File: src/rtl/vga_pkg.sv
// Shared types and default 640x480@60 timing for the VGA timing generator.
// The per-state length and successor helpers are shared by the H and V state machines.
package vga_pkg;

  typedef enum logic [1:0] {
    VISIBLE     = 2'd0,
    FRONT_PORCH = 2'd1,
    SYNC_PULSE  = 2'd2,
    BACK_PORCH  = 2'd3
  } state_t;

  localparam int DEF_H_ACTIVE = 640;
  localparam int DEF_H_FP     = 16;
  localparam int DEF_H_SYNC   = 96;
  localparam int DEF_H_BP     = 48;
  localparam int DEF_V_ACTIVE = 480;
  localparam int DEF_V_FP     = 10;
  localparam int DEF_V_SYNC   = 2;
  localparam int DEF_V_BP     = 33;

  function automatic state_t next_state(state_t s);
    state_t n;
    case (s)
      VISIBLE:     n = FRONT_PORCH;
      FRONT_PORCH: n = SYNC_PULSE;
      SYNC_PULSE:  n = BACK_PORCH;
      default:     n = VISIBLE;
    endcase
    return n;
  endfunction

  function automatic logic [11:0] seg_len(state_t s, int a, int f, int sy, int b);
    logic [11:0] len;
    case (s)
      VISIBLE:     len = 12'(a);
      FRONT_PORCH: len = 12'(f);
      SYNC_PULSE:  len = 12'(sy);
      default:     len = 12'(b);
    endcase
    return len;
  endfunction

endpackage

File: src/rtl/vga_delay_line.sv
// Enable-gated shift register with a configurable reset pattern.
// DEPTH of 0 degenerates to a straight wire.
module vga_delay_line #(
  parameter int               WIDTH   = 3,
  parameter int               DEPTH   = 1,
  parameter logic [WIDTH-1:0] RST_VAL = '0
) (
  input  logic             clk,
  input  logic             rst,
  input  logic             en_i,
  input  logic [WIDTH-1:0] d_i,
  output logic [WIDTH-1:0] q_o
);

  generate
    if (DEPTH == 0) begin : g_wire
      logic unused_ctl;
      assign unused_ctl = clk ^ rst ^ en_i;
      assign q_o = d_i;
    end else begin : g_pipe
      for (genvar gi = 0; gi < DEPTH; gi++) begin : g_stage
        logic [WIDTH-1:0] stage_d;
        logic [WIDTH-1:0] stage_q;
        if (gi == 0) begin : g_first
          assign stage_d = d_i;
        end else begin : g_next
          assign stage_d = g_stage[gi-1].stage_q;
        end
        always_ff @(posedge clk or posedge rst) begin
          if (rst) begin
            stage_q <= RST_VAL;
          end else if (en_i) begin
            stage_q <= stage_d;
          end
        end
      end
      assign q_o = g_stage[DEPTH-1].stage_q;
    end
  endgenerate

endmodule

File: src/rtl/vga_timing_gen.sv
// Parametrised VGA timing generator with pixel replication and SRAM-latency-aligned syncs.
// Define VGA_VBLANK_IRQ_EN to build the sticky vertical-blank interrupt flag.
module vga_timing_gen
  import vga_pkg::*;
#(
  parameter int H_ACTIVE    = DEF_H_ACTIVE,
  parameter int H_FP        = DEF_H_FP,
  parameter int H_SYNC      = DEF_H_SYNC,
  parameter int H_BP        = DEF_H_BP,
  parameter int V_ACTIVE    = DEF_V_ACTIVE,
  parameter int V_FP        = DEF_V_FP,
  parameter int V_SYNC      = DEF_V_SYNC,
  parameter int V_BP        = DEF_V_BP,
  parameter int HSYNC_POL   = 0,
  parameter int VSYNC_POL   = 0,
  parameter int SCALE_SHIFT = 0,
  parameter int PIPE_LAT    = 1,
  parameter int ADDR_W      = 19
) (
  input  logic              clk_25mhz,
  input  logic              rst,
  input  logic              en,
  input  logic              irq_clr,
  output logic              hsync,
  output logic              vsync,
  output logic              video_on,
  output logic [11:0]       pix_x,
  output logic [11:0]       pix_y,
  output logic              line_start,
  output logic              frame_start,
  output logic [ADDR_W-1:0] sram_addr,
  output logic              vblank_irq
);

  localparam logic              HPOL       = (HSYNC_POL != 0);
  localparam logic              VPOL       = (VSYNC_POL != 0);
  localparam logic [11:0]       SCALE_MASK = 12'((1 << SCALE_SHIFT) - 1);
  localparam logic [ADDR_W-1:0] LINE_STEP  = ADDR_W'(H_ACTIVE >> SCALE_SHIFT);

  state_t            h_state_q, h_state_d, v_state_q, v_state_d;
  logic [11:0]       h_cnt_q, h_cnt_d, v_cnt_q, v_cnt_d;
  logic [ADDR_W-1:0] addr_q, addr_d, base_q, base_d;
  logic              h_last, v_last, end_of_line, end_of_frame, visible;
  logic [2:0]        tim_raw, tim_dly;

  assign h_last       = (h_cnt_q == seg_len(h_state_q, H_ACTIVE, H_FP, H_SYNC, H_BP) - 12'd1);
  assign v_last       = (v_cnt_q == seg_len(v_state_q, V_ACTIVE, V_FP, V_SYNC, V_BP) - 12'd1);
  assign end_of_line  = (h_state_q == BACK_PORCH) && h_last;
  assign end_of_frame = end_of_line && (v_state_q == BACK_PORCH) && v_last;
  assign visible      = (h_state_q == VISIBLE) && (v_state_q == VISIBLE);

  always_comb begin
    h_state_d = h_state_q;
    h_cnt_d   = h_cnt_q;
    v_state_d = v_state_q;
    v_cnt_d   = v_cnt_q;
    if (en) begin
      if (h_last) begin
        h_state_d = next_state(h_state_q);
        h_cnt_d   = '0;
      end else begin
        h_cnt_d = h_cnt_q + 12'd1;
      end
      if (end_of_line) begin
        if (v_last) begin
          v_state_d = next_state(v_state_q);
          v_cnt_d   = '0;
        end else begin
          v_cnt_d = v_cnt_q + 12'd1;
        end
      end
    end
  end

  // A framebuffer row is reused for 2^S lines; the base only steps on the last of them.
  always_comb begin
    base_d = base_q;
    addr_d = addr_q;
    if (en) begin
      if (end_of_frame) begin
        base_d = '0;
        addr_d = '0;
      end else if (end_of_line && (v_state_q == VISIBLE)) begin
        if ((v_cnt_q & SCALE_MASK) == SCALE_MASK) begin
          base_d = base_q + LINE_STEP;
        end
        addr_d = base_d;
      end else if (visible && ((h_cnt_q & SCALE_MASK) == SCALE_MASK)) begin
        addr_d = addr_q + ADDR_W'(1);
      end
    end
  end

  always_ff @(posedge clk_25mhz or posedge rst) begin
    if (rst) begin
      h_state_q <= VISIBLE;
      v_state_q <= VISIBLE;
      h_cnt_q   <= '0;
      v_cnt_q   <= '0;
      addr_q    <= '0;
      base_q    <= '0;
    end else begin
      h_state_q <= h_state_d;
      v_state_q <= v_state_d;
      h_cnt_q   <= h_cnt_d;
      v_cnt_q   <= v_cnt_d;
      addr_q    <= addr_d;
      base_q    <= base_d;
    end
  end

  assign tim_raw = {~((h_state_q == SYNC_PULSE) ^ HPOL),
                    ~((v_state_q == SYNC_PULSE) ^ VPOL),
                    visible};

  vga_delay_line #(
    .WIDTH  (3),
    .DEPTH  (PIPE_LAT),
    .RST_VAL({~HPOL, ~VPOL, 1'b0})
  ) u_dly (
    .clk (clk_25mhz),
    .rst (rst),
    .en_i(en),
    .d_i (tim_raw),
    .q_o (tim_dly)
  );

  assign hsync       = tim_dly[2];
  assign vsync       = tim_dly[1];
  assign video_on    = tim_dly[0];
  assign pix_x       = visible ? h_cnt_q : 12'd0;
  assign pix_y       = visible ? v_cnt_q : 12'd0;
  assign line_start  = en && !rst && visible && (h_cnt_q == 12'd0);
  assign frame_start = line_start && (v_cnt_q == 12'd0);
  assign sram_addr   = addr_q;

`ifdef VGA_VBLANK_IRQ_EN
  logic irq_q, irq_d;

  // Set takes priority so an edge landing with a clear is never lost.
  always_comb begin
    irq_d = irq_q;
    if (irq_clr) begin
      irq_d = 1'b0;
    end
    if (en && end_of_line && (v_state_q == VISIBLE) && v_last) begin
      irq_d = 1'b1;
    end
  end

  always_ff @(posedge clk_25mhz or posedge rst) begin
    if (rst) begin
      irq_q <= 1'b0;
    end else begin
      irq_q <= irq_d;
    end
  end

  assign vblank_irq = irq_q;
`else
  logic irq_clr_unused;
  assign irq_clr_unused = irq_clr;
  assign vblank_irq     = 1'b0;
`endif

endmodule
File: config.mk
export PLATFORM = sky130hd
export DESIGN_NAME = vga_timing_gen
export DESIGN_NICKNAME = d
export VERILOG_FILES = /design/src/rtl/vga_pkg.sv /design/src/rtl/vga_delay_line.sv /design/src/rtl/vga_timing_gen.sv
export SDC_FILE = /design/constraint.sdc
export NUM_CORES = 1
export LEC_CHECK = 0
export ABC_AREA = 0
export CAP_MARGIN = 20
export CORE_MARGIN = 4
export CORE_UTILIZATION = 60
export DETAILED_ROUTE_END_ITERATION = 6
export PLACE_DENSITY = 0.95
export SYNTH_ARGS = -nofsm -noshare
export SYNTH_HDL_FRONTEND = slang
export SYNTH_SLANG_ARGS = --single-unit
File: constraint.sdc
create_clock -name clk_25mhz -period 7.9 [get_ports clk_25mhz]
set_input_delay 1.185 -clock clk_25mhz [delete_from_list [all_inputs] [get_ports clk_25mhz]]
set_output_delay 1.185 -clock clk_25mhz [all_outputs]
set_load 0.01 [all_outputs]
Word-level counts from Yosys, hierarchy flattened. Index checks and enable logic that the tools add are counted.

Output and inout bits: 49. Input port bits: 4. Logic and storage cells: 57. Bits in registers: 69.

Muxes and demuxes: 13. Add/subtract/negate cells: 6. Reduce and logical (&&, ||, !) cells: 21. Bitwise operators: 2. Eq/ne operators: 8.

Operators by type and width (number): $mux 19 (5); $mux 12 (4); $pmux 10 s3 (1); $pmux 9 s3 (1); $add 12x1->12 const B (2); $eq 12x12->1 (2); $logic_not 12->1 (2); $sub 12x1->12 const B (2); $add 19x1->19 const B (1); $add 19x10->19 const B (1); $pmux 2 s3 (2); $logic_and 1x1->1 (9); $eq 2x2->1 const B (4); $reduce_and 2->1 (4); $eq 2x1->1 const B (2); $logic_not 2->1 (2); $reduce_and 3->1 (1); $reduce_bool 3->1 (1); $not 1->1 (2); $reduce_bool 2->1 (1); $logic_not 1->1 (1).

Logic depth before layout (Yosys ltp). Gate-level depths: netlist of run 1.

Depth after elaboration: 9. Gate-level depth with buffers: 12.

Cells and area by module. A second synthesis of run 1 with hierarchy kept.

Cells, all modules: 468. Area, all modules: 4124.0 µm².

Modules (own cells, without submodules): vga_timing_gen (area each 4008.8 µm², sequential area each 1476.4 µm², instances 1, cells an instance 461); vga_delay_line (area each 115.1 µm², sequential area each 77.6 µm², instances 1, cells an instance 7).

Least setup slack after synthesis of run 1. Ideal clock, no wire load.

Kind: input to output. Start: input rst. End: output frame_start. Setup slack: 4.526 ns. Data arrival time: 2.189 ns. Buffers on the path: 0. Data required time: 6.715 ns. Cell stages on the path: 4. Cells stage by stage: nor4b_1 nand4_1 nor4_1 and2_1.

Longest elaborated chain between the ends: 5.

RTL lines: start: declaration (line vga_timing_gen.sv:21) `input logic rst,`; $logic_not 1->1 (line vga_timing_gen.sv:133) `assign line_start = en && !rst && visible && (h_cnt_q == 12'd0);`; $logic_and 1x1->1 (3 in series) (line vga_timing_gen.sv:133); via line_start (line vga_timing_gen.sv:29) `output logic line_start,`; $logic_and 1x1->1 (line vga_timing_gen.sv:134) `assign frame_start = line_start && (v_cnt_q == 12'd0);`; end: declaration (line vga_timing_gen.sv:30) `output logic frame_start,`.

The timed path passes the listed nets, and every way through them passes these cells.

Worst setup path after layout of run 1.
Start: input en. End: output frame_start.

Longest elaborated chain between the ends: 4.

RTL lines: start: declaration (line vga_timing_gen.sv:22) `input logic en,`; $logic_and 1x1->1 (3 in series) (line vga_timing_gen.sv:133); $logic_and 1x1->1 (line vga_timing_gen.sv:134).

Every way passes these cells.

==> results.json, run 1 <==
{
  "setup_violations": 0,
  "post-cts-setup-buffers": 0,
  "postCtsHoldBufs": 0,
  "cp-end-kind": "output pin",
  "synth_top_family_by_area": "simple AND/OR/NAND/NOR gates",
  "grt.overflow.total": 0,
  "finalCritPeriodShare": 0.590,
  "cts-root-buf": "clkbuf_8",
  "total_power_mw": 0.882,
  "drv_cap": 0,
  "synthFlopType": "dfrtp_1",
  "dp_hpwl_mm": 7.08,
  "synth-seq-cells": 62,
  "antenna_found_initial": 0,
  "fp-row-count": 29,
  "synth_compound_area_frac": 0.157,
  "slew_headroom": 0.371,
  "dieArea_sq_um": 8070,
  "swShare": 0.358,
  "p_seq_frac": 0.465,
  "synthCells": 472,
  "r2r_end": "v_cnt_q[5]",
  "dp_slack_ns": 3.32,
  "worst_slack_ns": 3.24,
  "crit_type": "in -> out",
  "skew_ns": 0.0128,
  "slew_viol_final": 0,
  "drc": 0,
  "final_cell_mix": "60 x dfrtp_1, 53 x o21ai_0, 50 x clkdlybuf4s50_1, 47 x nand2_1, 30 x nor2_1",
  "yosys.area_share.simple": 0.271,
  "worstMarginPinSlew_ns": 0.937,
  "synth_fa_ha_area_frac": 0.0530,
  "hold_violations": 0,
  "synth_nets": 493,
  "power_density_nw_per_um2": 187,
  "yosys_warnings": 0,
  "ys_types": 55,
  "ir_drop_mv": 0.160,
  "synth_edf_count": 0,
  "cts.sinks": 62,
  "drive_gt1_frac": 0.0714,
  "rr_worst_depth": 10,
  "worstHoldPathCells": 2,
  "antenna_cells": 0,
  "whs_endpoint": "u_dly.q_o[1]",
  "drt-wirelength-per-cell_microns": 17.4,
  "cellInternalPower_mw": 0.567,
  "postSynth.asyncResetShare": 1.00,
  "cp-start-kind": "input port",
  "grt_pass1_wl_mm": 17.4,
  "drtIter0Drc": 424,
  "insertion_delay_ns": 0.34,
  "rrSetupSlack_ns": 3.79,
  "first_pass_iters": 6,
  "setup_tns_ns": 0,
  "fp.coreArea_sq_um": 6420,
  "worst-endpoint-required_ns": 6.71,
  "vias": 3839,
  "routabilityCongestion": 0.929,
  "ys_seq_area_frac": 0.387,
  "syn_area_per_cell_sq_um": 8.51,
  "synthXorXnorAreaFrac": 0.0710,
  "grt_max_degree": 33,
  "grt_pass1_vias": 3744,
  "timing.rr.start": "h_state_q[0]",
  "nets": 536,
  "ios": 53,
  "clock_power_share": 0.276,
  "fill_cells": 435,
  "die_w_microns": 89.8,
  "place_area_sq_um": 4550,
  "cts_made_buffers": 9,
  "postCtsResizedCells": 0,
  "cts_max_level": 3,
  "max_clock_freq_mhz": 215,
  "min_period_ns": 4.66,
  "tritoncts": "done",
  "die_y_microns": 89.8,
  "synthesis.area_sq_um": 4020,
  "crit_fanout": 16,
  "stdcell_area_sq_um": 4720,
  "portBuffers": 50,
  "area_growth_pct": 17.6,
  "status": "completed",
  "groute.usage.overall": 0.256,
  "switching_power_mw": 0.316,
  "wirelength_mm": 10.4,
  "rsz0062_at_grt": "no",
  "synth.area.mux_share": 0.0134,
  "hp-start": "u_dly.q_o[1]",
  "cp_data_arrival_time_ns": 3.47,
  "clkTransAtPathRegs_ns": 0.07,
  "detail-route-antenna-nets": 0,
  "cts_buffer_depth": 2,
  "start_util": 0.625,
  "min_path_type": "reg -> reg",
  "p_leak_nw": 1.97,
  "layout_commonest_cell": "dfrtp_1",
  "post_drt_via_cell_ratio": 6.45,
  "comb_power_share": 0.259
}
## layout make-up
cell class                 instances  area, sq um  area share
clock buffer                      10          138      0.0291
clock inverter                     4         25.0     0.00530
sequential                        62         1550       0.329
multi-input combinational        364         2280       0.483
tap                               77         96.3      0.0204
inverter                          23         86.3      0.0183
timing repair buffer              55          542       0.115
## stage by stage
stage / utilization / instances / hold slack, ns
global placement: 0.708 / 580 / 0.478
detailed placement: 0.708 / 580 / 0.486
floorplan: - / 472 / 0.461
global route: 0.735 / 595 / 0.516
finish: 0.735 / 595 / 0.500
CTS: 0.733 / 594 / 0.500
## synthesized netlist by cell type, types with 6 or more instances
cell type / n / area, sq um
o22ai_1: 6 / 37.5
a21oi_1: 18 / 90.1
o21ai_0: 53 / 265
nor2_1: 30 / 113
dfrtp_1: 60 / 1500
nor4_1: 7 / 43.8
nand4_1: 11 / 68.8
xnor2_1: 20 / 175
inv_1: 22 / 82.6
nand3_1: 20 / 100
nand2b_1: 9 / 56.3
buf_2: 8 / 40.0
xor2_1: 10 / 87.6
clkbuf_1: 14 / 52.6
ha_1: 17 / 213
nand2_1: 47 / 176
nor3_1: 27 / 135
and3_1: 26 / 163
## power groups by stage
stage,clock network (mW),logic [mW],registers (mW)
detailed placement,0,0.223,0.413
global placement,0,0.211,0.411
global route,0.258,0.251,0.417
floorplan,0,0.172,0.395
CTS,0.244,0.226,0.408
finish,0.243,0.229,0.410
## routing by layer
metal / vias to the layer above / part of all wire / routed length [microns] / global-route usage
met1: 1846 / 0.42 / 4370 / 0.330
met5: - / 0 / 0 / 0
met3: 31 / 0.062 / 642 / 0.0434
met4: 0 / 0.025 / 262 / 0.121
li1: 1768 / - / - / -
met2: 194 / 0.49 / 5100 / 0.422
## logic make-up after synthesis
group	after synthesis
mux	5
xor+xnor	31
flops	62
fa+ha+maj	17
simple gates	204
other cells	1
compound gates	106
buf+inv	46
## worst max-delay path, stage by stage
cell             delay, ns
clkdlybuf4s50_1       0.87
and3_1                0.28
nand4_1               0.13
nor4_1                0.29
and2_1                0.18
clkdlybuf4s50_1       0.53
## registers in the layout, indices dropped and copies added (netlist names)
name       cells
h_cnt_q       12
v_cnt_q       12
h_state_q      2
v_state_q      2
sram_addr     19
base_q        12
u_dly.q_o      3
## how the worst max path moves through the flow
| stage | depth (start not counted) | from | slack, ns | end |
|---|---|---|---|---|
| floorplan | 4 | rst | 4.53 | frame_start |
| global placement | 6 | en | 3.33 | frame_start |
| detailed placement | 6 | en | 3.32 | frame_start |
| CTS | 6 | en | 3.32 | frame_start |
| global route | 6 | en | 3.09 | frame_start |
| finish | 6 | en | 3.24 | frame_start |
(Power assumes the default switching activity.)
==> run 2, diff against run 1 <==
--- a/config.mk
+++ b/config.mk
@@ -8,9 +8,9 @@
 export ABC_AREA = 0
 export CAP_MARGIN = 20
 export CORE_MARGIN = 4
-export CORE_UTILIZATION = 60
+export CORE_UTILIZATION = 50
 export DETAILED_ROUTE_END_ITERATION = 6
-export PLACE_DENSITY = 0.95
+export PLACE_DENSITY = 0.86
 export SYNTH_ARGS = -nofsm -noshare
 export SYNTH_HDL_FRONTEND = slang
 export SYNTH_SLANG_ARGS = --single-unit
==> constraint.sdc (replaced) <==
create_clock -name clk_25mhz -period 3.8 [get_ports clk_25mhz]
set_input_delay 0.57 -clock clk_25mhz [delete_from_list [all_inputs] [get_ports clk_25mhz]]
set_output_delay 0.57 -clock clk_25mhz [all_outputs]
set_load 0.01 [all_outputs]
==> results.json, run 2 (same netlist as run 1, synthesis figures left out) <==
{
  "crit_slowest_cell": "nor4_4",
  "wirelength_mm": 10.6,
  "layout_commonest_cell": "dfrtp_1",
  "dp_hpwl_mm": 7.36,
  "setup_violations": 0,
  "whs_endpoint": "u_dly.q_o[1]",
  "crit_type": "reg -> reg",
  "instances_no_fill": 627,
  "vias": 3772,
  "rsz0062_at_grt": "no",
  "met2_length_mm": 5.27,
  "drtIter0Drc": 309,
  "grt_max_degree": 35,
  "ios": 53,
  "p_seq_frac": 0.442,
  "first_pass_iters": 6,
  "cts_buffer_depth": 2,
  "min_period_ns": 3.45,
  "slew_viol_final": 0,
  "worstHoldPathCells": 2,
  "portBuffers": 50,
  "antenna_cells": 0,
  "die_w_microns": 97.6,
  "post-cts-setup-buffers": 0,
  "rr_worst_depth": 10,
  "met1_length_mm": 4.46,
  "setup_tns_ns": 0,
  "cts_max_level": 3,
  "rrSetupSlack_ns": 0.35,
  "final_cell_mix": "60 x dfrtp_1, 53 x o21ai_0, 50 x clkdlybuf4s50_1, 47 x nand2_1, 30 x nor2_1",
  "worstMarginPinSlew_ns": 0.963,
  "tritoncts": "done",
  "largest_register_ffs": 19,
  "worst-endpoint-required_ns": 4.08,
  "clock_power_share": 0.310,
  "hold_violations": 0,
  "drv_cap": 0,
  "worst_slack_ns": 0.348,
  "fill_cells": 639,
  "skew_ns": 0.0112,
  "post_drt_via_cell_ratio": 6.02,
  "drc": 0,
  "multi_input_area_sq_um": 2280,
  "slowest_delay_ns": 0.61,
  "cp-start-kind": "flip-flop",
  "die_y_microns": 97.6,
  "start_util": 0.517,
  "postCtsResizedCells": 0,
  "area_growth_pct": 20.2,
  "worstPathCellList": "inv_1, ha_1, clkinv_1, ha_1, xnor2_1, nand4_2, nor4_4, o41ai_2, or4_1, nand2_1",
  "insertion_delay_ns": 0.35,
  "power_density_nw_per_um2": 401,
  "crit_path_start": "h_state_q[0]",
  "routed.top_layer": "met4",
  "dp.cells": 611,
  "hp-start": "u_dly.q_o[1]",
  "antenna_found_initial": 0,
  "grt_pass1_wl_mm": 18.1,
  "nets": 541,
  "r2r_end": "v_cnt_q[5]",
  "cts.sinks": 62,
  "comb_power_share": 0.248,
  "grt_pass1_vias": 3621,
  "wl_met3_microns": 554,
  "switching_power_mw": 0.662,
  "max_clock_freq_mhz": 290,
  "cellInternalPower_mw": 1.28,
  "drt-wirelength-per-cell_microns": 16.8,
  "status": "completed",
  "cp-end-kind": "flip-flop",
  "fp.coreArea_sq_um": 7770,
  "cp_data_arrival_time_ns": 3.73,
  "dieArea_sq_um": 9530,
  "swShare": 0.342,
  "finalCritPeriodShare": 0.908,
  "groute.usage.overall": 0.228,
  "final-seq-area_sq_um": 1550,
  "critPathMostFrequentCell": "ha_1",
  "cts_made_buffers": 9,
  "routabilityCongestion": 0.876,
  "min_path_type": "reg -> reg",
  "timing.rr.start": "h_state_q[0]",
  "drive_gt1_frac": 0.0800,
  "slew_headroom": 0.358,
  "utilization": 0.621,
  "crit_fanout": 12,
  "dp_slack_ns": 0.429,
  "postCtsHoldBufs": 0,
  "fp-row-count": 32,
  "detail-route-antenna-nets": 0,
  "hold_ws_ns": 0.493,
  "grt.overflow.total": 0,
  "cts-root-buf": "clkbuf_8",
  "p_leak_nw": 2.02,
  "clkTransAtPathRegs_ns": 0.06,
  "ir_drop_mv": 0.297
}
[run 2: how the worst max path moves through the flow]
stage / to / slack, ns / cells past startpoint
final: v_cnt_q[5] / 0.35 / 10
after global routing: base_q[9] / 0.01 / 11
after CTS: v_cnt_q[5] / 0.36 / 10
after detailed placement: v_cnt_q[5] / 0.43 / 10
after global placement: v_cnt_q[5] / 0.48 / 10
after floorplan: v_state_q[1] / 1.03 / 10
[run 2: layer usage]
layer	track usage	vias to the layer above
li1	-	1777
met1	0.304	1820
met2	0.362	149
met3	0.0395	26
met4	0.103	0
met5	0	-
[run 2: through the flow]
step                      area, sq um  power (mW)
after floorplan                  4020        1.18
after global placement           4620        1.30
after detailed placement         4620        1.33
after CTS                        4830        1.94
after global routing             4830        2.04
final                            4830        1.94
[run 2: power groups by stage]
stage	Sequential [mW]	Combinational [mW]	Clock (mW)
2_1_floorplan	0.822	0.357	0
3_3_place_gp	0.856	0.445	0
3_5_place_dp	0.863	0.466	0
4_1_cts	0.853	0.479	0.605
5_1_grt	0.869	0.535	0.637
6_report	0.857	0.481	0.600
[run 2: cell type report]
type | instances | share of cell area
clock buffers | 13 | 0.0329
clock inverters | 3 | 0.00882
inverters | 23 | 0.0179
multi-input cells | 364 | 0.473
flip-flops and latches | 62 | 0.322
well taps | 102 | 0.0264
repair buffers | 60 | 0.119
[run 2: critical path, delay by kind of cell (launching register included)]
kind                       cells  cell delay [ns]
AOI/OAI and AO/OA              1             0.32
xor gates and xnor gates       1             0.25
adders and majority gates      2             0.58
buffers and inverters          2             0.36
DFF                            1             0.41
and+or+nand+nor                4             1.48
==> run 3, diff against run 2 <==
--- a/config.mk
+++ b/config.mk
@@ -8,9 +8,11 @@
 export ABC_AREA = 0
 export CAP_MARGIN = 20
 export CORE_MARGIN = 4
-export CORE_UTILIZATION = 50
+export CORE_UTILIZATION = 52
+export CTS_BUF_LIST = sky130_fd_sc_hd__clkbuf_2
+export CTS_CLUSTER_DIAMETER = 60
 export DETAILED_ROUTE_END_ITERATION = 6
-export PLACE_DENSITY = 0.86
+export PLACE_DENSITY = 0.89
 export SYNTH_ARGS = -nofsm -noshare
 export SYNTH_HDL_FRONTEND = slang
 export SYNTH_SLANG_ARGS = --single-unit
==> results.json, run 3 (same netlist as run 1, synthesis figures left out) <==
{
  "post-cts-setup-buffers": 0,
  "slew_viol_final": 0,
  "drv_cap": 0,
  "postCtsHoldBufs": 0,
  "cp_data_arrival_time_ns": 2.89,
  "grt_pass1_vias": 3825,
  "cts.sinks": 62,
  "grt_pass1_wl_mm": 18.0,
  "cts_buffer_depth": 2,
  "cp-start-kind": "flip-flop",
  "routabilityCongestion": 0.889,
  "antenna_cells": 0,
  "power_density_nw_per_um2": 356,
  "wirelength_mm": 10.3,
  "groute.usage.overall": 0.249,
  "drive_gt1_frac": 0.0819,
  "start_util": 0.545,
  "instances_no_fill": 624,
  "hold_violations": 0,
  "fp.coreArea_sq_um": 7370,
  "area_growth_pct": 17.1,
  "min_path_type": "in -> async",
  "tritoncts": "done",
  "slew_headroom": 0.389,
  "die_y_microns": 95.9,
  "cts_max_level": 3,
  "drc": 0,
  "grt.overflow.total": 0,
  "cp-end-kind": "output pin",
  "vias": 3746,
  "grt_max_degree": 41,
  "drt-wirelength-per-cell_microns": 16.5,
  "p_leak_nw": 1.98,
  "ir_drop_mv": 0.327,
  "dieArea_sq_um": 9190,
  "portBuffers": 50,
  "layout_commonest_cell": "dfrtp_1",
  "crit_fanout": 11,
  "drtIter0Drc": 301,
  "antenna_found_initial": 0,
  "detail-route-antenna-nets": 0,
  "max_clock_freq_mhz": 289,
  "postCtsResizedCells": 0,
  "dp.cells": 608,
  "fp-row-count": 31,
  "ios": 53,
  "insertion_delay_ns": 0.52,
  "skew_ns": 0.0298,
  "nets": 541,
  "first_pass_iters": 5,
  "finalCritPeriodShare": 0.911,
  "crit_type": "reg -> out",
  "rsz0062_at_grt": "no",
  "worstMarginPinSlew_ns": 0.916,
  "cts-root-buf": "clkbuf_2",
  "final_cell_mix": "60 x dfrtp_1, 53 x o21ai_0, 50 x clkdlybuf4s50_1, 47 x nand2_1, 30 x nor2_1",
  "clkTransAtPathRegs_ns": 0.19,
  "status": "completed",
  "setup_violations": 0,
  "cts_made_buffers": 9,
  "min_period_ns": 3.46,
  "worst-endpoint-required_ns": 3.23,
  "dp_hpwl_mm": 7.58,
  "setup_tns_ns": 0,
  "post_drt_via_cell_ratio": 6.00,
  "largest_register_ffs": 19,
  "die_w_microns": 95.9
}
==> run 3: cell count changes in the layout (fill, tap and decap cells not counted) <==
cell / before / now
clkbuf_2: 0 / 11
clkbuf_8: 11 / 0
clkbuf_1: 2 / 0
clkinv_1: 1 / 2
clkinv_2: 1 / 3
clkinvlp_4: 1 / 0
bufinv_16: 1 / 0
clkinv_4: 0 / 1
==> run 3: worst max-delay path, cell delays in order, from the launching register on <==
cell	delay, ns
dfrtp_1	0.47
inv_1	0.12
ha_1	0.40
and3_1	0.25
nand4_1	0.12
nor4_1	0.30
and2_1	0.18
clkdlybuf4s50_1	0.53
==> run 3: where the power goes <==
group	internal (mW)	switching, mW	leakage [nW]	total, mW
clock network	0.0875	0.256	0.0631	0.343
logic	0.196	0.282	1.10	0.478
registers	0.739	0.115	0.815	0.854
total	1.02	0.652	1.98	1.68
==> run 3: layout make-up <==
cell class,instances,area (sq um)
inverters,23,86.3
well taps,99,124
flip-flops and latches,62,1550
repair buffers,60,576
multi-input cells,364,2280
clock buffers,11,55.1
fillers,591,2670
clock inverters,5,27.5
==> run 3: final timing paths <==
path,from,endpoint,slack [ns],cells past startpoint
worst min-delay path,rst,v_state_q[1],0.40,2
worst max-delay path,v_state_q[1],frame_start,0.34,7
worst max register to register,h_state_q[0],base_q[9],0.54,11
min in group clk_25mhz,u_dly.q_o[1],u_dly.q_o[1],0.51,2
max in group asynchronous,rst,base_q[18],2.50,3
worst min register to register,u_dly.q_o[1],u_dly.q_o[1],0.51,2
==> run 3: metrics by stage <==
| stage | utilization | setup WS (ns) | hold WS [ns] | power (mW) | instance area, sq um |
|---|---|---|---|---|---|
| 2_1_floorplan | - | 1.03 | 0.461 | 1.18 | 4020 |
| 3_3_place_gp | 0.627 | 0.719 | 0.480 | 1.30 | 4620 |
| 3_5_place_dp | 0.627 | 0.588 | 0.486 | 1.34 | 4620 |
| 4_1_cts | 0.638 | 0.334 | 0.415 | 1.67 | 4700 |
| 5_1_grt | 0.638 | 0.111 | 0.397 | 1.78 | 4700 |
| 6_report | 0.638 | 0.339 | 0.401 | 1.68 | 4700 |
==> run 3: per-layer routing <==
metal  up-vias  share of wire  global-route usage
li1       1776              -                   -
met1      1811           0.42               0.310
met2       129           0.51               0.419
met3        30          0.049              0.0508
met4         0          0.021               0.104
met5         -              0                   0
==> patch 1, RTL diff (settings of run 3) <==
Set the parameter `ADDR_W` to 21 (it was 19).
--- a/src/rtl/vga_timing_gen.sv
+++ b/src/rtl/vga_timing_gen.sv
@@ -16,5 +16,5 @@
   parameter int SCALE_SHIFT = 0,
   parameter int PIPE_LAT    = 1,
-  parameter int ADDR_W      = 19
+  parameter int ADDR_W      = 21
 ) (
   input  logic              clk_25mhz,
Ports: changed (resized sram_addr); port bits go from 53 to 55. No check against the original RTL was run, so the function may have changed too.
==> patch 1 against run 3 <==
  * Cell area grew 9.9%
  * Clock power increased by 45%
  * Final cell count grew 7.2%
  * Wire length increased by 16%
  * Area after synthesis rose by 11%
  * Total power is 1.7% higher
  * Critical path depth is 1 lower
  * Sequential cell count up 4
  * Worst setup slack worse by 0.092 ns
==> patch 1: results (changes against run 3) <==
Final layout
  • N_diodes: 0 (unchanged)
  • Fillers: 689 (+17%)
  • Non-Filler Instances: 669 (+7.2%)
  • Final-stage net count: 580 (+7.2%)
  • Share of post-route cells with drive strength above 1: 0.08333 (+0.001429)
  • Number of flip-flops in the largest register: 21 (+2)

Worst setup path
  • Crit-path max cell delay: 0.54 ns
  • Critical path fanouts, max: 20 (+9)
  • R2R depth: 10 (-1)
  • Reg2reg end: base_q[18]$_DFFE_PP0P_
  • Reg2reg start: h_state_q[0]$_DFFE_PP0P_
  • Crit-path leading delay family: simple AND/OR/NAND/NOR gates
  • CP max-delay cell: clkdlybuf4s50_1
  • Arrival @ worst endpoint: 2.98 ns (+0.09 ns)
  • Flop2flop setup slack: 0.45 ns (-0.09 ns)
  • WS Path Type: flip-flop to output port

Min path
  • Worst hold-check path type: input port to async pin

Clock network
  • CTS root buf: clkbuf_2
  • H-tree lvl count: 3 (unchanged)
  • Clock insertion delay at the later pin of the skew report: 0.55 ns (+0.03 ns)
  • Resize count post-CTS: 0 (unchanged)
  • Worst-path clk slew: 0.22 ns (+0.03 ns)
  • CTS Buffer Depth: 2 (unchanged)
  • Number of hold buffers added after CTS: 0 (unchanged)
  • Setup Fix Bufs, Post-CTS: 0 (unchanged)

Placed design
  • Final HPWL from detailed placement: 8315 um (+9.7%)
  • Place WS: 0.3811 ns (-0.2069 ns)
  • Post-Place Cells: 652 (+7.2%)
  • GPL Wtd Cong: 0.9077 (+2.1%)
  • Port bufs: 52 (+4.0%)
  • DP Area: 0.005005 mm2 (+8.3%)

Synthesis
  • Post-synthesis mux area share: 0.01176 (-0.001634)
  • Commonest cells post-synth: dfrtp_1, nand2_1, and3_1
  • Synth Instances: 520 (+10%)
  • Synth Area in Compound Gates: 0.1610 (+0.004010)
  • Ys Warns: 0 (unchanged)
  • Synth async-reset ratio: 1.000 (unchanged)
  • Largest cells by area after synthesis: dfrtp_1, and3_1, ha_1, nand2_1, o21ai_0
  • Post-synthesis xor/xnor area fraction: 0.05685 (-0.01418)
  • Synthesized Nets: 541 (+9.7%)
  • Synth Area in Adders: 0.04761 (-0.005354)
  • Seq/Total Area, Yosys: 0.3702 (-0.01671)
  • Distinct cell type count after synthesis: 65 (+18%)

Route
  • Drt wl/cell: 17.88 um (+8.1%)
  • Vias after detailed routing: 4241 (+13%)
  • Initial DRC Count: 392 (+30%)
  • Router iterations before antenna repair: 5 (unchanged)

Timing
  • Setup Skew: 0.04825 ns (+0.01846 ns)
  • Slew headroom: 0.5321 (+0.1427)
  • Hold slack: 0.3457 ns (-0.05489 ns)
  • Worst setup margin: 0.2465 ns (-0.09247 ns)

GRT
  • Initial antenna violation count: 0 (unchanged)
  • First-pass GRT wire length: 20000 um (+11%)
  • Total GRT Usage: 0.2447 (-0.003794)
  • Largest net degree at the start of global routing: 52 (+27%)

Outcome
  • Status: complete, no violations

Power and ir drop
  • Leakage power: 2.212 nW (+12%)
  • Max rail drop VDD: 0.3095 mV (-5.4%)
patch 1: changes by cell type after synthesis, sizes merged, moves of 6 or more:
cell	delta
o31ai	+7
and3	+19
o21ai	-6
nor3	-16
nand3	+6
a21oi	+7
patch 1: power breakdown:
part,internal (W),leakage (nW),switching (W)
registers,0.000756,0.859,0.0000850
clock network,0.000216,0.0776,0.000281
logic,0.000154,1.27,0.000212
patch 1: per-layer routing:
metal	track usage	routed length [um]
met1	0.3146	4867
met2	0.4137	5939
met3	0.05675	940
met4	0.06528	215
met5	0	0
patch 1: cell type report:
type / instances / area, um2 / share of cell area
multi-input cells: 401 / 2569 / 0.4971
flip-flops and latches: 66 / 1654 / 0.3201
inverters: 20 / 75.07 / 0.01453
clock buffers: 9 / 45.04 / 0.008717
clock inverters: 7 / 92.59 / 0.01792
well taps: 105 / 131.4 / 0.02542
repair buffers: 61 / 600.6 / 0.1162
==> patch 2, RTL diff (flow settings as in run 3) <==
Made on the original files. Put a register stage on the outputs `hsync`, `vsync`, `video_on`, `pix_x`, `pix_y` and `frame_start`, with the module's reset. The values now appear one clock later. The other outputs are not delayed to match.
--- a/src/rtl/vga_timing_gen.sv
+++ b/src/rtl/vga_timing_gen.sv
@@ -126,11 +126,22 @@
   );
 
-  assign hsync       = tim_dly[2];
-  assign vsync       = tim_dly[1];
-  assign video_on    = tim_dly[0];
-  assign pix_x       = visible ? h_cnt_q : 12'd0;
-  assign pix_y       = visible ? v_cnt_q : 12'd0;
   assign line_start  = en && !rst && visible && (h_cnt_q == 12'd0);
-  assign frame_start = line_start && (v_cnt_q == 12'd0);
+  always_ff @(posedge clk_25mhz or posedge rst) begin
+    if (rst) begin
+      hsync       <= '0;
+      vsync       <= '0;
+      video_on    <= '0;
+      pix_x       <= '0;
+      pix_y       <= '0;
+      frame_start <= '0;
+    end else begin
+      hsync       <= tim_dly[2];
+      vsync       <= tim_dly[1];
+      video_on    <= tim_dly[0];
+      pix_x       <= visible ? h_cnt_q : 12'd0;
+      pix_y       <= visible ? v_cnt_q : 12'd0;
+      frame_start <= line_start && (v_cnt_q == 12'd0);
+    end
+  end
   assign sram_addr   = addr_q;
 
Function: changed (a bounded check fails within 4 cycles, from zero or initial values and one cycle with rst high).
==> patch 2 against run 3 <==
  * Sequential cell count is 28 higher
  * Cell area up 21%
  * Worst setup slack worse by 0.063 ns
  * Total power up 71%
  * Critical endpoint is now line_start
  * Critical path type unchanged
  * Sequential share of layout area is 6.6 points higher
  * Area after synthesis rose by 23%
  * Highest routed layer unchanged
  * Global-route usage down 3.6 points
  * Wire length up 13%
==> patch 2: results (changes against run 3) <==
Worst setup path
  • Crit path capture: line_start
  • Flop2flop setup slack: 0.68 ns (+0.14 ns)
  • Critical path fanouts, max: 12 (+1)
  • R2R depth: 9 (-2)
  • Critical Path Source: v_state_q[0]$_DFFE_PP0P_
  • WS Path Type: flip-flop to output port
  • CP max-delay cell: clkdlybuf4s50_1
  • Crit-path max cell delay: 0.62 ns (+0.09 ns)
  • Reg2reg end: sram_addr[14]$_DFFE_PP0P_

Route
  • M1 WL: 4628 um (+6.7%)
  • Router iterations before antenna repair: 5 (unchanged)
  • Vias per cell: 6.081 (+1.3%)
  • DR WL met3: 880 um (+74%)
  • Drt wl/cell: 16.51 um (-0.16%)
  • Met2 wire len: 5832 um (+11%)
  • Vias after detailed routing: 4281 (+14%)
  • Initial DRC Count: 340 (+13%)

GRT
  • Largest net degree at the start of global routing: 61 (+49%)
  • Met3 Use GR: 0.03552 (-0.01530)
  • Total GRT Usage: 0.2127 (-0.03581)
  • Vias in the first global route: 4017 (+5.0%)
  • M2 GR Usage: 0.3515 (-0.06710)
  • Global routing usage on met1: 0.2801 (-0.02968)
  • Initial antenna violation count: 0 (unchanged)
  • First-pass GRT wire length: 19540 um (+8.7%)

Power and ir drop
  • Sw Pwr: 0.001075 W (+65%)
  • Max rail drop VDD: 0.2363 mV (-28%)
  • Seq pwr share: 0.469 (-0.041)
  • Leakage power: 2.472 nW (+25%)
  • Power Clock: 0.000578 W (+69%)

Final layout
  • Final-stage net count: 591 (+9.2%)
  • Number of flip-flops in the largest register: 19 (unchanged)
  • N_diodes: 0 (unchanged)
  • Share of post-route cells with drive strength above 1: 0.08174 (-0.0001656)

Placed design
  • GPL Wtd Cong: 0.9295 (+4.6%)
  • Final HPWL from detailed placement: 8025 um (+5.8%)
  • DP Area: 0.005537 mm2 (+20%)
  • Post-Place Cells: 688 (+13%)

Outcome
  • Status: complete, no violations

Clock network
  • TritonCTS buffer count: 9 (unchanged)
  • Worst-path clk slew: 0.27 ns (+0.08 ns)
  • Clock insertion delay at the later pin of the skew report: 0.56 ns (+0.04 ns)
  • H-tree lvl count: 3 (unchanged)

Synthesis
  • Distinct cell type count after synthesis: 56 (+1.8%)
  • Synthesized Nets: 553 (+12%)
  • Commonest cells post-synth: dfrtp_1, o21ai_0, nand2_1
  • Seq/Total Area, Yosys: 0.4569 (+0.06998)
  • Largest cells by area after synthesis: dfrtp_1, o21ai_0, ha_1, and3_1, nand2_1
  • Synth Area in Compound Gates: 0.1572 (+0.0001915)
  • Post-synthesis mux area share: 0.01927 (+0.005874)
  • Synth Area in Adders: 0.04310 (-0.009856)
  • Synth Instances: 532 (+13%)
  • Post-synthesis xor/xnor area fraction: 0.06212 (-0.008908)
  • Synth async-reset ratio: 1.000 (unchanged)

Timing
  • Least-Margin Pin Slew: 0.8966 ns (-0.01936 ns)
  • Setup Skew: 0.03527 ns (+0.005483 ns)

Min path
  • Worst hold-check path type: input port to async pin
[patch 2: layout make-up]
class                           count  area [um2]
Fill cell                         704        3547
Inverter                           22       86.33
Clock inverter                      7       105.1
Tap cell                          129       161.4
Timing Repair Buffer               60       575.6
Multi-Input combinational cell    387        2465
Sequential cell                    90        2255
Clock buffer                        9       45.04
[patch 2: per-stage QoR]
step                hold slack [ns]  total power (W)  setup slack, ns
finish                       0.4185         0.002870           0.2762
global route                 0.4313         0.003043           0.1526
CTS                          0.4192         0.002864           0.1143
detailed placement           0.3814         0.002285           0.6411
global placement             0.3607         0.002230           0.6642
floorplan                    0.3537         0.001920           0.8834
[patch 2: critical path: cells and delay by family (launching register included)]
family,cells,cell delay (ns)
adders and majority gates,1,0.17
DFF,1,0.50
buffers and inverters,4,1.12
and+or+nand+nor,3,0.62
[patch 2: what timing repair did]
item	CTS	global route
buffers inserted	0	0
resized for setup	0	1
endpoints found under the setup margin	0	1
